==> config.mk <==
export PLATFORM = sky130hd
export DESIGN_NAME = halfadder_bist
export DESIGN_NICKNAME = d
export VERILOG_FILES = /design/src/rtl/ha_bist_pkg.sv /design/src/rtl/halfadder.sv /design/src/rtl/halfadder_bist.sv
export SDC_FILE = /design/constraint.sdc
export NUM_CORES = 1
export LEC_CHECK = 0
export CAP_MARGIN = 5
export CORE_MARGIN = 2
export CORE_UTILIZATION = 55
export CTS_CLUSTER_DIAMETER = 80
export DETAILED_ROUTE_END_ITERATION = 7
export GPL_TIMING_DRIVEN = 0
export HOLD_SLACK_MARGIN = 0.12
export PLACE_DENSITY_LB_ADDON = 0.1
export SLEW_MARGIN = 15
export SYNTH_ARGS = -nofsm -noshare
export SYNTH_HDL_FRONTEND = slang
export SYNTH_SLANG_ARGS = --single-unit
==> constraint.sdc <==
create_clock -name clk -period 3.8 [get_ports clk]
set_input_delay 1.14 -clock clk [delete_from_list [all_inputs] [get_ports clk]]
set_output_delay 1.14 -clock clk [all_outputs]
set_load 0.05 [all_outputs]
==> src/rtl/ha_bist_pkg.sv <==
// rtl/ha_bist_pkg.sv - shared state enum and constants for the half adder BIST
package ha_bist_pkg;

  typedef enum logic [2:0] {
    ST_IDLE,
    ST_DRIVE,
    ST_WAIT,
    ST_CHECK,
    ST_DONE
  } state_e;

  localparam int unsigned NUM_PATTERNS = 4;
  localparam int unsigned SETTLE_MIN   = 1;
  localparam int unsigned SETTLE_MAX   = 15;

  localparam logic [1:0] LAST_IDX = 2'(NUM_PATTERNS - 1);
  localparam logic [2:0] ERR_MAX  = 3'd7;

  // Last value of the WAIT counter; out-of-range settle counts are clamped
  // so the counter can never run past its 4-bit range.
  function automatic logic [3:0] settle_last(int unsigned n);
    int unsigned c;
    c = (n < SETTLE_MIN) ? SETTLE_MIN : ((n > SETTLE_MAX) ? SETTLE_MAX : n);
    return 4'(c - 1);
  endfunction

endpackage

==> src/rtl/halfadder.sv <==
// rtl/halfadder.sv - reference half adder used as the BIST golden model
module halfadder (
  input  logic a,
  input  logic b,
  output logic sum,
  output logic cout
);

  assign sum  = a ^ b;
  assign cout = a & b;

endmodule

==> src/rtl/halfadder_bist.sv <==
// rtl/halfadder_bist.sv - exhaustive 4-pattern BIST for a half adder; HA_BIST_LOOP_EN adds looping runs
module halfadder_bist
  import ha_bist_pkg::*;
#(
  parameter int unsigned SETTLE_CYCLES = 2
) (
  input  logic       clk,
  input  logic       rst,
  input  logic       start,
`ifdef HA_BIST_LOOP_EN
  input  logic       loop,
`endif
  output logic       dut_a,
  output logic       dut_b,
  input  logic       dut_sum,
  input  logic       dut_cout,
  output logic       busy,
  output logic       done,
  output logic       pass,
  output logic [2:0] err_count,
  output logic [3:0] fail_vec
);

  localparam logic [3:0] WAIT_LAST = settle_last(SETTLE_CYCLES);

  state_e     state_q, state_d;
  logic [1:0] idx_q, idx_d;
  logic [3:0] wait_cnt_q, wait_cnt_d;
  logic       dut_a_q, dut_a_d;
  logic       dut_b_q, dut_b_d;
  logic       pass_q, pass_d;
  logic [2:0] err_q, err_d;
  logic [3:0] fail_q, fail_d;

  logic       exp_sum;
  logic       exp_cout;
  logic       mismatch;

  // Golden model sees exactly the operands presented to the device.
  halfadder u_golden (
    .a    (dut_a_q),
    .b    (dut_b_q),
    .sum  (exp_sum),
    .cout (exp_cout)
  );

  // State and result registers; reset aborts any run without a done pulse.
  always_ff @(posedge clk or posedge rst) begin
    if (rst) begin
      state_q    <= ST_IDLE;
      idx_q      <= 2'd0;
      wait_cnt_q <= 4'd0;
      dut_a_q    <= 1'b0;
      dut_b_q    <= 1'b0;
      pass_q     <= 1'b0;
      err_q      <= 3'd0;
      fail_q     <= 4'd0;
    end else begin
      state_q    <= state_d;
      idx_q      <= idx_d;
      wait_cnt_q <= wait_cnt_d;
      dut_a_q    <= dut_a_d;
      dut_b_q    <= dut_b_d;
      pass_q     <= pass_d;
      err_q      <= err_d;
      fail_q     <= fail_d;
    end
  end

  // Next-state logic: drive pattern, let it settle, compare, advance.
  always_comb begin
    state_d    = state_q;
    idx_d      = idx_q;
    wait_cnt_d = wait_cnt_q;
    dut_a_d    = dut_a_q;
    dut_b_d    = dut_b_q;
    pass_d     = pass_q;
    err_d      = err_q;
    fail_d     = fail_q;
    mismatch   = (dut_sum != exp_sum) || (dut_cout != exp_cout);

    case (state_q)
      ST_IDLE: begin
        if (start) begin
          state_d = ST_DRIVE;
          idx_d   = 2'd0;
          err_d   = 3'd0;
          fail_d  = 4'd0;
          pass_d  = 1'b0;
        end
      end
      ST_DRIVE: begin
        dut_a_d    = idx_q[1];
        dut_b_d    = idx_q[0];
        wait_cnt_d = 4'd0;
        state_d    = ST_WAIT;
      end
      ST_WAIT: begin
        if (wait_cnt_q == WAIT_LAST) begin
          state_d = ST_CHECK;
        end else begin
          wait_cnt_d = wait_cnt_q + 4'd1;
        end
      end
      ST_CHECK: begin
        // Saturation only matters when looping; a single run tops out at 4.
        if (mismatch) begin
          fail_d[idx_q] = 1'b1;
          if (err_q != ERR_MAX) begin
            err_d = err_q + 3'd1;
          end
        end
        if (idx_q == LAST_IDX) begin
          state_d = ST_DONE;
          pass_d  = (err_d == 3'd0);
        end else begin
          idx_d   = idx_q + 2'd1;
          state_d = ST_DRIVE;
        end
      end
      ST_DONE: begin
        state_d = ST_IDLE;
`ifdef HA_BIST_LOOP_EN
        if (loop) begin
          state_d = ST_DRIVE;
          idx_d   = 2'd0;
        end
`endif
      end
      default: begin
        state_d = ST_IDLE;
      end
    endcase
  end

  assign dut_a     = dut_a_q;
  assign dut_b     = dut_b_q;
  assign busy      = (state_q != ST_IDLE);
  assign done      = (state_q == ST_DONE);
  assign pass      = pass_q;
  assign err_count = err_q;
  assign fail_vec  = fail_q;

endmodule

==> reports/metrics.yaml <==
grt_max_degree: 20
std_cell_rows: 15
drtIter0Drc: 15
synth_edf_count: 0
synth_area_um2: 1050
cts_buffer_depth: 2
drv_slew: 0
worstPathArrival_ns: 2.01
htree_levels: 1
grt_usage_pct: 21.66
outcome: "completed"
setup_viol: 0
rsz0062_at_grt: "no"
final_common_cell: "dfrtp_1"
tightest_slew_ns: 0.7349
worstSetupPathType: "reg2out"
fmax_mhz: 317.4
coreArea_um2: 1764
clk_latency_ns: 0.29
required_ns: 2.66
yosysUniqueCellTypes: 34
antenna_found_initial: 0
cts_setup_buffers: 0
layout_common_cells: "19 x dfrtp_1, 16 x clkdlybuf4s50_1, 11 x nor2_1"
endpoint_kind: "output port"
post_cts_resized: 0
fin_area_um2: 1267
cts_made_buffers: 3
yosys_register_bits: 19
syn_avg_cell_area_um2: 9.998
final_antenna_net_count: 0
slew-limit-headroom_pct: 50.95
p_leak_nw: 0.5817
synthCells: 105
place_hpwl_mm: 1.551
crit_path_start_kind: "flop"
grt_pass1_wl_mm: 3.346
wl_per_cell_um: 13.49
die_area_um2: 2274
ys.flop_type: "dfrtp_1"
placed_cell_area_um2: 1241
numPortBuffers: 16
viasPerCell: 5.467
initial_utilization_pct: 59.50
clock_sinks: 19
synth_async_sr_flop_share_pct: 100.0
clk_pin_slew_ns: 0.11
drive_gt1_share_pct: 8.800
cts_hold_buffers: 0
yosys_warnings: 0
tns_ns: 0
via_count: 820
power_density_nw_per_um2: 920.2
antenna_cells: 0
place.gp.congestion: 0.8044
final_nets: 139
min-delay-start: "fail_vec[1]"
finalHoldViolations: 0
overflow: 0
tritoncts: "built"
max_cap_violations: 0
power_mw: 1.166
post-route-min-period_ns: 3.150
first_global_vias: 757
drc: 0
min_period_over_period_pct: 82.90
clockRootBuffer: "clkbuf_4"
skew_ns: 0.0007790
first_pass_iters: 4
hold_path.class: "reg2reg"
areaGrowthSynthToFinish_pct: 20.74
crit_fanout: 10
syn_nets: 118
synth-seq-area-share_pct: 45.29
wl_mm: 2.023
ios: 17
die_h_um: 47.69
worstReg2RegStart: "dut_a"
die_w_um: 47.69
ir_worst_vdd_mv: 0.6494
critPathLaunch: "state_q[2]"
==> registers in the layout, summed over array words and instances (netlist names) <==
name and flops:
dut_a 1, wait_cnt_q 4, idx_q 2, state_q 3, fail_vec 4, err_count 3
dut_b 1, pass 1
==> cells in the mapped netlist, types with 2 or more instances <==
cell type  number  area, µm²
ha_1            8      100.1
dfrtp_1        19      475.5
nor2_1         11      41.29
nor3_1          2      10.01
a21oi_1         7      35.03
nand3_1         5      25.02
o21ai_0         9      45.04
xnor2_1         4      35.03
and2_1          2      12.51
o31ai_1         2      15.01
inv_1           6      22.52
nand2_1         7      26.28
nor3b_1         2      15.01
==> per-layer routing <==
metal	share of wire, %	vias up	global-route usage, %
li1	-	406	-
met5	0	-	0
met2	49	17	33.60
met1	47	393	29.79
met4	1.8	0	9.730
met3	2.9	4	3.396
==> report_power, final <==
group / switching, mW / total [mW] / internal [mW]
registers: 0.0848 / 0.368 / 0.284
logic: 0.429 / 0.695 / 0.266
clock network: 0.0623 / 0.103 / 0.0408
total: 0.576 / 1.17 / 0.591
==> worst max-delay path: stages (launching register included) <==
cell and delay, ns:
dfrtp_1 0.41, buf_2 0.21, inv_1 0.08, nor3_1 0.18
clkdlybuf4s50_1 0.83
==> kinds of logic after synthesis <==
logic type,Yosys count,share of synthesized area [%]
muxes,2,2.383
buffers and inverters,9,4.410
adders and majority gates,8,9.536
DFF,19,45.29
xor gates and xnor gates,4,3.337
AOI/OAI and AO/OA,25,14.66
and+or+nand+nor,38,20.38
==> final cells by class <==
type	count	area, µm²
flip-flops and latches	19	475.5
multi-input cells	77	528.0
clock buffers	4	26.28
repair buffers	16	160.2
fillers	150	496.7
well taps	25	31.28
inverters	6	22.52
plain buffers	3	23.77
==> final timing paths <==
| kind | endpoint | slack (ns) | depth (start not counted) |
|---|---|---|---|
| min in group asynchronous | wait_cnt_q[1] | 1.25 | 2 |
| max | done | 0.65 | 4 |
| max reg2reg | pass | 2.02 | 5 |
| min reg2reg | fail_vec[1] | 0.51 | 2 |
| min | fail_vec[1] | 0.51 | 2 |
| max in group asynchronous | idx_q[1] | 2.09 | 2 |
==> per-stage QoR <==
| step | instances | hold slack (ns) | util [%] | setup slack, ns |
|---|---|---|---|---|
| floorplan | 105 | 0.5011 | - | 0.9572 |
| global route | 150 | 0.5408 | 71.84 | 0.5293 |
| global placement | 146 | 0.4830 | 70.35 | 0.9914 |
| finish | 150 | 0.5086 | 71.84 | 0.6498 |
| CTS | 150 | 0.5207 | 71.84 | 0.6288 |
| detailed placement | 146 | 0.4907 | 70.35 | 0.9607 |
Power figures use the tool's default switching activity.
